[config.mk]
export PLATFORM = sky130hd
export DESIGN_NAME = rpn_sequencer
export DESIGN_NICKNAME = d
export VERILOG_FILES = /design/src/rtl/rpn_sequencer.sv
export SDC_FILE = /design/constraint.sdc
export NUM_CORES = 1
export LEC_CHECK = 0
export BUFFER_PORTS_ARGS = -buffer_cell sky130_fd_sc_hd__buf_2
export CORE_MARGIN = 1
export CORE_UTILIZATION = 50
export DETAILED_ROUTE_END_ITERATION = 6
export PLACE_DENSITY_LB_ADDON = 0.12
export SLEW_MARGIN = 20
export SYNTH_ARGS = -nofsm -noshare
export SYNTH_HDL_FRONTEND = slang
export SYNTH_SLANG_ARGS = --single-unit
[constraint.sdc]
create_clock -name clk -period 2.1 [get_ports clk]
set_clock_uncertainty 0.1 [all_clocks]
set_input_delay 0 -clock clk [delete_from_list [all_inputs] [get_ports clk]]
set_output_delay 0 -clock clk [all_outputs]
set_load 0.01 [all_outputs]
[src/rtl/rpn_sequencer.sv]
// rpn_sequencer: issue stage in front of stack_alu.
// Consumes a postfix token stream, issues one ALU opcode per instruction,
// tracks the ALU stack depth to catch underflow/overflow before issue,
// and reports one result or error code per expression.
module rpn_sequencer #(
    parameter int N     = 8,
    parameter int DEPTH = 512
) (
    input  logic         clk,
    input  logic         rst_n,
    input  logic         tok_valid,
    output logic         tok_ready,
    input  logic [1:0]   tok_kind,
    input  logic [N-1:0] tok_data,
    output logic [2:0]   alu_opcode,
    output logic [N-1:0] alu_data,
    input  logic [N-1:0] alu_output,
    input  logic         alu_overflow,
    output logic         res_valid,
    output logic [N-1:0] res_data,
    output logic [1:0]   res_error,
    output logic         busy
);

    localparam int unsigned DW = $clog2(DEPTH + 1);

    localparam logic [2:0] OP_NOP  = 3'b000;
    localparam logic [2:0] OP_ADD  = 3'b100;
    localparam logic [2:0] OP_MUL  = 3'b101;
    localparam logic [2:0] OP_PUSH = 3'b110;
    localparam logic [2:0] OP_POP  = 3'b111;

    localparam logic [1:0] ERR_OK    = 2'b00;
    localparam logic [1:0] ERR_OVF   = 2'b01;
    localparam logic [1:0] ERR_UNDER = 2'b10;
    localparam logic [1:0] ERR_FULL  = 2'b11;

    typedef enum logic [2:0] {
        S_IDLE,
        S_ISSUE,
        S_WAIT,
        S_FLUSH,
        S_CLEAN,
        S_REPORT
    } state_t;

    typedef enum logic [1:0] {
        K_OPND = 2'b00,
        K_ADD  = 2'b01,
        K_MUL  = 2'b10,
        K_END  = 2'b11
    } kind_t;

    state_t         state_q;
    kind_t          pend_q;      // kind of the token currently being issued
    logic [DW-1:0]  depth_q;     // entries held in the ALU stack
    logic [1:0]     err_q;       // first error seen in this expression
    logic [2:0]     opcode_q;
    logic [N-1:0]   alu_data_q;
    logic           res_valid_q;
    logic [N-1:0]   res_data_q;
    logic [1:0]     res_error_q;

    kind_t tok_kind_e;
    assign tok_kind_e = kind_t'(tok_kind);

    // Ready and busy are pure decodes of the state register; ready is held low while in reset.
    assign tok_ready  = rst_n && ((state_q == S_IDLE) || (state_q == S_FLUSH));
    assign busy       = (state_q != S_IDLE);
    assign alu_opcode = opcode_q;
    assign alu_data   = alu_data_q;
    assign res_valid  = res_valid_q;
    assign res_data   = res_data_q;
    assign res_error  = res_error_q;

    // Sequencer FSM with registered ALU and result outputs.
    always_ff @(posedge clk) begin
        if (!rst_n) begin
            state_q     <= S_IDLE;
            pend_q      <= K_OPND;
            depth_q     <= '0;
            err_q       <= ERR_OK;
            opcode_q    <= OP_NOP;
            alu_data_q  <= '0;
            res_valid_q <= 1'b0;
            res_data_q  <= '0;
            res_error_q <= ERR_OK;
        end else begin
            // Opcodes and the result strobe are single-cycle pulses.
            opcode_q    <= OP_NOP;
            res_valid_q <= 1'b0;

            case (state_q)
                S_IDLE: begin
                    if (tok_valid) begin
                        case (tok_kind_e)
                            K_OPND: begin
                                if (depth_q == DW'(DEPTH)) begin
                                    err_q   <= ERR_FULL;
                                    state_q <= S_FLUSH;
                                end else begin
                                    opcode_q   <= OP_PUSH;
                                    alu_data_q <= tok_data;
                                    depth_q    <= depth_q + 1'b1;
                                    pend_q     <= K_OPND;
                                    state_q    <= S_ISSUE;
                                end
                            end
                            K_ADD, K_MUL: begin
                                if (depth_q < DW'(2)) begin
                                    err_q   <= ERR_UNDER;
                                    state_q <= S_FLUSH;
                                end else begin
                                    opcode_q <= (tok_kind_e == K_ADD) ? OP_ADD : OP_MUL;
                                    pend_q   <= tok_kind_e;
                                    state_q  <= S_ISSUE;
                                end
                            end
                            default: begin
                                if (depth_q == DW'(1)) begin
                                    opcode_q <= OP_POP;
                                    pend_q   <= K_END;
                                    state_q  <= S_ISSUE;
                                end else begin
                                    err_q   <= (depth_q == '0) ? ERR_UNDER : ERR_FULL;
                                    state_q <= S_CLEAN;
                                end
                            end
                        endcase
                    end
                end

                S_ISSUE: begin
                    alu_data_q <= '0;
                    state_q    <= (pend_q == K_OPND) ? S_IDLE : S_WAIT;
                end

                S_WAIT: begin
                    if (pend_q == K_END) begin
                        depth_q     <= '0;
                        res_data_q  <= alu_output;
                        res_error_q <= err_q;
                        res_valid_q <= 1'b1;
                        state_q     <= S_REPORT;
                    end else begin
                        depth_q <= depth_q - 1'b1;
                        if (alu_overflow) begin
                            if (err_q == ERR_OK) begin
                                err_q <= ERR_OVF;
                            end
                            state_q <= S_FLUSH;
                        end else begin
                            state_q <= S_IDLE;
                        end
                    end
                end

                S_FLUSH: begin
                    if (tok_valid && (tok_kind_e == K_END)) begin
                        state_q <= S_CLEAN;
                    end
                end

                // Drain the ALU one pop per cycle; the last pop overlaps the step into REPORT.
                S_CLEAN: begin
                    if (depth_q != '0) begin
                        opcode_q <= OP_POP;
                        depth_q  <= depth_q - 1'b1;
                    end else begin
                        res_data_q  <= (err_q == ERR_OK) ? res_data_q : '0;
                        res_error_q <= err_q;
                        res_valid_q <= 1'b1;
                        state_q     <= S_REPORT;
                    end
                end

                S_REPORT: begin
                    err_q   <= ERR_OK;
                    state_q <= S_IDLE;
                end

                default: begin
                    state_q <= S_IDLE;
                end
            endcase
        end
    end

endmodule

Word level (Yosys, flattened, before mapping):

Index checks and enable logic that the tools add are counted.

* $add $sub $neg: 2
* order comparisons: 1
* equal/unequal tests: 27
* muxes and demuxes: 53
* reductions and logical operators: 23

Operators with widths (number)
* $mux 10: 5
* $mux 8: 6
* $mux 2: 16
* $pmux 8 s2: 2
* $mux 3: 10
* $pmux 10 s3: 1
* $ne 2x2->1 const B: 11
* $pmux 3 s2: 3
* $pmux 3 s5: 1
* $pmux 2 s2: 3
* $reduce_bool 3->1: 4
* $add 10x1->10 const B: 1
* $eq 10x1->1 const B: 1
* $eq 10x10->1 const B: 1
* $logic_not 10->1: 1
* $lt 10x2->1 const B: 1
* $reduce_and 5->1: 2
* $reduce_bool 10->1: 1
* $sub 10x1->10 const B: 1
* $reduce_and 4->1: 2
* $reduce_and 8->1: 1
* $eq 2x2->1 const B: 3
* $eq 3x2->1 const B: 2
* $eq 3x3->1 const B: 2
* other kinds (15): 25

* register bits: 39
* input port bits: 22

Logic depth before layout (Yosys ltp):

Gate-level depths: netlist of the first run.

* depth in word-level cells: 6
* depth in mapped cells: 8

Worst setup path before layout of the first run:

OpenSTA, ideal clock, no wires.

* path kind: reg2reg
* start point: register depth_q[1]
* end point: register depth_q[8]
* setup time: 88 ps
* data arrival time: 1901 ps
* setup slack: 11 ps
* stages on the path, launching flop included: 8
* path buffers: 0
* period minus slack after synthesis: 2089 ps
* cells stage by stage: dfxtp_1 -> inv_1 -> ha_1 -> nand2b_1 -> or4_4 -> or3_1 -> o32a_1 -> o32ai_2

* word-level cells in the longest chain between the ends: 5
* elaborated cells between the ends (all ways): 13
* those cells by class: add/sub: 2; eq/ne: 3; mux: 6; reduce/logical: 2

RTL lines
* from (decl): RTL line 56 `logic [DW-1:0] depth_q;`
* from (signal assigned): RTL line 104 `depth_q <= depth_q + 1'b1;`
* from (signal assigned): RTL line 146 `depth_q <= depth_q - 1'b1;`
* from (signal assigned): RTL line 168 `depth_q <= depth_q - 1'b1;`
* $add 10x1->10: RTL line 104
* $mux 10: RTL line 98 `if (depth_q == DW'(DEPTH)) begin`
* $mux 10: RTL line 96 `case (tok_kind_e)`
* $mux 10: RTL line 95 `if (tok_valid) begin`
* $pmux 10 s3: RTL line 93 `case (state_q)`

Parallel ways exist; a longest one is shown, timed or not. The select of a mux whose other input is x is not followed.
A chain may end at the register's enable or synchronous reset.

Worst setup path in the final report of the first run:

* start point: register depth_q[0]
* end point: register depth_q[8]

The elaborated chain is that of the path after synthesis.

==> flow_metrics.env, run 1 <==
export IMPL_synthTopCellsByArea="dfxtp_1 (32%), nor2_1 (4.9%), nand2_1 (4.6%), a21oi_1 (4.3%), ha_1 (4.1%)"
export IMPL_initial_utilization=0.519
export IMPL_dieArea_um2=5150
export IMPL_grt_max_degree=25
export IMPL_dr_pass1_iters=4
export IMPL_p_comb_frac=0.583
export IMPL_synth_edf_count=0
export IMPL_layout_drive_gt1_share=0.290
export IMPL_synth_yosys_seq_area_share=0.321
export IMPL_min_from="tok_kind[0]"
export IMPL_hold_end="pend_q[0]$_SDFFE_PN0P_"
export IMPL_drt_initial_drc_count=270
export IMPL_core_area_um2=4690
export IMPL_yosys_area_top_type="dfxtp_1"
export IMPL_yosysTopAreaCellShare=0.321
export IMPL_dr_total_vias=2623
export IMPL_ys_warn_count=0
export IMPL_powerDensity_nw_per_um2=1300
export IMPL_finalCriticalPeriod_ps=2040
export IMPL_place_area_um2=2850
export IMPL_chipWidth_um=71.8
export IMPL_seqPwrFrac=0.256
export IMPL_dp_hpwl_mm=4.59
export IMPL_netlist_area_um2=2430
export IMPL_grtUsageMet2=0.418
export IMPL_critPathLaunchType="flop"
export IMPL_clock_latency_ps=290
export IMPL_synth_main_ff_cell="dfxtp_1"
export IMPL_reg2regPathDepth=7
export IMPL_routed_wl_mm=6.80
export IMPL_cap_violations=0
export IMPL_p_int_w=0.00241
export IMPL_postSynthCellCount=305
export IMPL_final_nets=418
export IMPL_worst_setup_path_end_kind="flop"
export IMPL_worstReg2RegEnd="depth_q[8]$_SDFFE_PN0P_"
export IMPL_grtUsageMet1=0.370
export IMPL_regArea_um2=788
export IMPL_tritoncts="done"
export IMPL_slew_headroom=0.597
export IMPL_timing_fmax_mhz=490
export IMPL_clockRootBuffer="clkbuf_8"
export IMPL_cellLeakagePower_nw=1.34
export IMPL_worstMarginPinSlew_ps=600
export IMPL_antenna_found_initial=0
export IMPL_areaGrowthSynthToFinish_pct=33.9
export IMPL_setup_viol=0
export IMPL_fill_cells=366
export IMPL_r2r_start="depth_q[0]$_SDFFE_PN0P_"
export IMPL_stdcell_area_um2=3260
export IMPL_critPathRequiredTime_ps=2220
export IMPL_die_y_um=71.8
export IMPL_swShare=0.430
export IMPL_gp_congestion=0.884
export IMPL_postRouteAntennaNets=0
export IMPL_syn_num_nets=335
export IMPL_peakVddDrop_v=0.000696
export IMPL_ff2ff_setup_slack_ps=60
export IMPL_cp_arrival_ps=2160
export IMPL_grt_first_pass_wirelength_mm=10.9
export IMPL_htreeDepth=2
export IMPL_yosysUniqueCellTypes=60
export IMPL_grt_use_total=0.269
export IMPL_syn_area_per_cell_um2=7.98
export IMPL_grt_met3_usage=0.0591
export IMPL_run_status="complete, no violations"
export IMPL_clk_transition_reported_paths_ps=80
export IMPL_switchingPower_w=0.00182
export IMPL_multi_input_area_um2=1570
export IMPL_hp_class="input port to flop"
export IMPL_viasPerCell=5.92
export IMPL_drt_drc_violations_left=0
export IMPL_ctsLongestPathBuffers=2
export IMPL_tns_ps=0
export IMPL_wl_per_cell_um=15.4
export IMPL_post_route_period_util=0.972
export IMPL_async_flop_share=0
export IMPL_cts_num_sinks=39
export IMPL_utilization=0.695
export IMPL_hold_path_depth=4
export IMPL_grt_pass1_vias=2277
export IMPL_maxSlewViolCount=0
export IMPL_pwr_share_clk=0.161
export IMPL_boundaryPins=46
export IMPL_critPathKind="flop to flop"
export IMPL_ys_ff_latch=39
export IMPL_rsz0062_at_grt="yes"
export IMPL_n_antenna_cell=0
export IMPL_top_usage_layer="met2"
export IMPL_num_rows=25
export IMPL_grt_ovfl_total=0
export IMPL_cp_max_fo=3
export IMPL_hold_violations=0
export IMPL_io_buffers=45
export IMPL_timing_hold_ws_ps=30.6
export IMPL_cts_made_buffers=5
## sequential cells by signal, summed over array words and instances (netlist names)
name and count:
res_data 8, depth_q 10, alu_data 8, res_error 2
err_q 2, res_valid 1, alu_opcode 3, pend_q 2
state_q 3
## metrics by stage
stage	instances	power [W]	setup WS, ps
2_1_floorplan	305	0.00259	11.0
3_3_place_gp	414	0.00331	42.4
3_5_place_dp	414	0.00333	-8.27
4_1_cts	441	0.00405	5.07
5_1_grt	443	0.00453	-54.6
6_report	443	0.00423	58.8
## what timing repair did
action / 4_1_cts / 5_1_grt
cloned: 0 / 0
hold buffers: 19 / 0
endpoints found under the hold margin: 21 / 0
endpoints found under the setup margin: 2 / 18
setup buffers: 0 / 2
pin swaps: 2 / 6
gates resized for setup: 2 / 16
## synth_stat cells, drive strengths merged, types with 2 or more instances
master	instances
or4	2
nor2	32
dfxtp	39
o32ai	7
a31oi	4
nand3b	2
and4	2
and3	2
nand2b	6
a21oi	21
ha	8
nor2b	6
or3	4
nand4	5
mux2i	3
a211oi	3
o31a	2
clkbuf	13
o31ai	6
o32a	2
nor4	3
xnor2	3
and2	3
nand2	30
nand3	13
buf	7
inv	14
o221ai	2
a221oi	2
a22oi	9
o21bai	2
o211ai	3
nor3	8
a311oi	2
o21ai	19
## metal layers
metal / vias to the layer above / wire, um
li1: 1289 / -
met1: 1193 / 3140
met2: 131 / 3050
met3: 10 / 504
met4: 0 / 105
met5: - / 0
## power by group through the flow
stage | logic, W | clock network [W] | registers [W]
detailed placement | 0.00225 | 0 | 0.00108
CTS | 0.00229 | 0.000697 | 0.00107
global route | 0.00269 | 0.000733 | 0.00111
floorplan | 0.00156 | 0 | 0.00104
finish | 0.00247 | 0.000683 | 0.00108
global placement | 0.00223 | 0 | 0.00108
## worst max path at each step
stage | start | to | slack [ps] | cells after the start
2_1_floorplan | depth_q[1]$_SDFFE_PN0P_ | depth_q[8]$_SDFFE_PN0P_ | 10 | 7
3_3_place_gp | depth_q[1]$_SDFFE_PN0P_ | depth_q[8]$_SDFFE_PN0P_ | 40 | 7
3_5_place_dp | depth_q[1]$_SDFFE_PN0P_ | depth_q[8]$_SDFFE_PN0P_ | -8 | 7
4_1_cts | depth_q[0]$_SDFFE_PN0P_ | depth_q[8]$_SDFFE_PN0P_ | 5 | 7
5_1_grt | depth_q[0]$_SDFFE_PN0P_ | err_q[1]$_SDFFE_PN0P_ | -50 | 8
6_report | depth_q[0]$_SDFFE_PN0P_ | depth_q[8]$_SDFFE_PN0P_ | 60 | 7
## placed cells by master, fill, tap and decap left out, drive strengths merged, types with 4 or more instances in the layout
cell and n:
buf 77, dfxtp 39, nor2 32, nand2 30
a21oi 21, dlygate4sd3 19, o21ai 19, inv 15
nand3 13, a22oi 9, nor3 8, ha 8
o32ai 7, nor2b 6, clkbuf 6, nand2b 6
o31ai 6, nand4 5, or3 4, a31oi 4
## kinds of logic (layout without fill, tap and decap cells)
kind of cell / count (synthesis) / count (layout) / share of synthesized area
AOI/OAI and AO/OA: 95 / 95 / 0.287
xor gates and xnor gates: 4 / 4 / 0.0144
adders and majority gates: 8 / 8 / 0.0411
buffers and inverters: 34 / 118 / 0.0622
DFF: 39 / 39 / 0.321
muxes: 3 / 3 / 0.0123
and+or+nand+nor: 122 / 122 / 0.263
## layout make-up
class / count / share of cell area
Tap cell: 54 / 0.0207
Clock inverter: 2 / 0.0119
Clock buffer: 6 / 0.0253
Timing Repair Buffer: 96 / 0.202
Inverter: 14 / 0.0161
Multi-Input combinational cell: 232 / 0.482
Sequential cell: 39 / 0.242
## critical path, cell delays in order (launching register included)
cell,delay [ps]
dfxtp_1,320
inv_2,80
ha_4,150
nand2b_4,50
or4_4,430
or3_4,340
o32a_1,300
o32ai_2,180
No activity file was read; power rests on OpenSTA's default activity.
==> run 2, diff against run 1 <==
==> constraint.sdc (replaced) <==
create_clock -name clk -period 2.1 [get_ports clk]
set_clock_uncertainty 0.1 [all_clocks]
set_input_delay 0.525 -clock clk [delete_from_list [all_inputs] [get_ports clk]]
set_output_delay 0.525 -clock clk [all_outputs]
set_load 0.01 [all_outputs]
==> run 2 against run 1 <==
The run now ends with setup timing left. Utilization down 1.3 points. Combinational power up 4%. Register-to-register slack worse by 80 ps. Global-route usage down 0.87 points. Critical path depth down 2. Critical path type unchanged.
==> flow_metrics.env, run 2 (same netlist as run 1, synthesis figures left out) <==
export IMPL_grt_pass1_vias=2230
export IMPL_io_buffers=45
export IMPL_grt_max_degree=25
export IMPL_htreeDepth=2
export IMPL_reg2regPathDepth=5
export IMPL_regMostFlops="depth_q"
export IMPL_finalCriticalPeriod_ps=2120
export IMPL_timing_hold_ws_ps=354
export IMPL_r2r_start="depth_q[5]$_SDFFE_PN0P_"
export IMPL_viasPerCell=6.04
export IMPL_cap_violations=0
export IMPL_clockRootBuffer="clkbuf_8"
export IMPL_min_from="alu_data[7]$_SDFFE_PN0P_"
export IMPL_place_inst=425
export IMPL_drt_initial_drc_count=309
export IMPL_seqPwrFrac=0.254
export IMPL_wl_per_cell_um=15.8
export IMPL_grt_ovfl_total=0
export IMPL_cellLeakagePower_nw=1.34
export IMPL_p_int_w=0.00247
export IMPL_hold_buffers=0
export IMPL_hold_path_depth=2
export IMPL_chipWidth_um=71.8
export IMPL_worst_setup_path_end_kind="flop"
export IMPL_p_comb_frac=0.589
export IMPL_hold_violations=0
export IMPL_slew_headroom=0.604
export IMPL_setup_viol=1
export IMPL_worstReg2RegEnd="err_q[1]$_SDFFE_PN0P_"
export IMPL_critPathRequiredTime_ps=2220
export IMPL_layout_drive_gt1_share=0.341
export IMPL_boundaryPins=46
export IMPL_cts_num_sinks=39
export IMPL_post_route_period_util=1.01
export IMPL_fin_cells=438
export IMPL_switchingPower_w=0.00188
export IMPL_failed_checks="setup timing"
export IMPL_core_area_um2=4690
export IMPL_dp_hpwl_mm=4.83
export IMPL_clk_transition_reported_paths_ps=90
export IMPL_stdcell_area_um2=3200
export IMPL_areaGrowthSynthToFinish_pct=31.4
export IMPL_hp_class="flop to flop"
export IMPL_swShare=0.433
export IMPL_cts_made_buffers=5
export IMPL_layout_common_cells="buf_2 (45), buf_4 (45), nor2_1 (32), dfxtp_1 (31), nand2_1 (30)"
export IMPL_timing_fmax_mhz=472
export IMPL_hold_end="alu_data[7]$_SDFFE_PN0P_"
export IMPL_dr_pass1_iters=5
export IMPL_maxSlewViolCount=0
export IMPL_pwr_share_clk=0.157
export IMPL_routed_wl_mm=6.92
export IMPL_run_status="finished with violations"
export IMPL_largest_register_ffs=10
export IMPL_die_y_um=71.8
export IMPL_num_rows=25
export IMPL_ctsLongestPathBuffers=2
export IMPL_tritoncts="done"
export IMPL_peakVddDrop_v=0.000606
export IMPL_grt_first_pass_wirelength_mm=10.6
export IMPL_n_antenna_cell=0
export IMPL_rsz0062_at_grt="yes"
export IMPL_initial_utilization=0.519
export IMPL_cp_arrival_ps=2240
export IMPL_worstMarginPinSlew_ps=594
export IMPL_critPathLaunchType="flop"
export IMPL_final_nets=413
export IMPL_gp_congestion=0.977
export IMPL_dieArea_um2=5150
export IMPL_place_area_um2=2940
export IMPL_drt_drc_violations_left=0
export IMPL_critPathKind="flop to flop"
export IMPL_antenna_found_initial=0
export IMPL_postRouteAntennaNets=0
export IMPL_cp_max_fo=4
export IMPL_powerDensity_nw_per_um2=1360
export IMPL_fin_ws_ps=-20.7
export IMPL_grt_use_total=0.261
export IMPL_ff2ff_setup_slack_ps=-20
export IMPL_dr_total_vias=2645
export IMPL_clock_latency_ps=300
## run 2: routing by layer
layer	track usage	wire length [um]	up-vias
met5	0	0	-
met4	0.0784	138	0
met3	0.0478	455	19
met2	0.394	3100	127
met1	0.376	3230	1223
li1	-	-	1276
## run 2: metrics by stage
stage                     utilization  TNS, ps  power [W]  setup WS, ps
after global routing            0.682     -322    0.00461         -80.6
after floorplan                     -        0    0.00259          11.0
after CTS                       0.654        0    0.00409         0.527
after detailed placement        0.626    -25.0    0.00338         -14.0
final                           0.682    -20.7    0.00435         -20.7
after global placement          0.626        0    0.00336          4.90
## run 2: power groups by stage
stage	sequential [W]	combinational [W]	clock [W]
3_3_place_gp	0.00108	0.00228	0
2_1_floorplan	0.00104	0.00156	0
3_5_place_dp	0.00108	0.00230	0
6_report	0.00111	0.00256	0.000682
5_1_grt	0.00113	0.00275	0.000733
4_1_cts	0.00107	0.00233	0.000692
## run 2: worst max-delay path by stage
stage                       startpoint                       to  slack, ps  cells past startpoint
6_report       depth_q[5]$_SDFFE_PN0P_    err_q[1]$_SDFFE_PN0P_        -20                      5
5_1_grt        depth_q[5]$_SDFFE_PN0P_    err_q[1]$_SDFFE_PN0P_        -80                      5
4_1_cts        depth_q[1]$_SDFFE_PN0P_  depth_q[8]$_SDFFE_PN0P_        0.5                      7
3_5_place_dp   depth_q[3]$_SDFFE_PN0P_    err_q[1]$_SDFFE_PN0P_        -10                      5
3_3_place_gp               tok_kind[0]  depth_q[4]$_SDFFE_PN0P_          5                     10
2_1_floorplan  depth_q[1]$_SDFFE_PN0P_  depth_q[8]$_SDFFE_PN0P_         10                      7
## run 2: layout make-up
type | count | area [um2]
fillers | 382 | 1490
flip-flops and latches | 39 | 798
inverters | 14 | 52.6
clock buffers | 6 | 82.6
multi-input cells | 232 | 1590
well taps | 54 | 67.6
clock inverters | 2 | 38.8
repair buffers | 91 | 574
## run 2: what timing repair did
item,4_1_cts,5_1_grt
endpoints found under the setup margin,4,21
setup buffers,0,6
gates resized for setup,3,25
pin swaps,1,7
## run 2: worst max-delay path, stage by stage (launching register included)
cell and delay [ps]:
dfxtp_4 360, or4_4 570, o31ai_4 340, a31oi_4 150, a211oi_4 290, mux2i_1 230
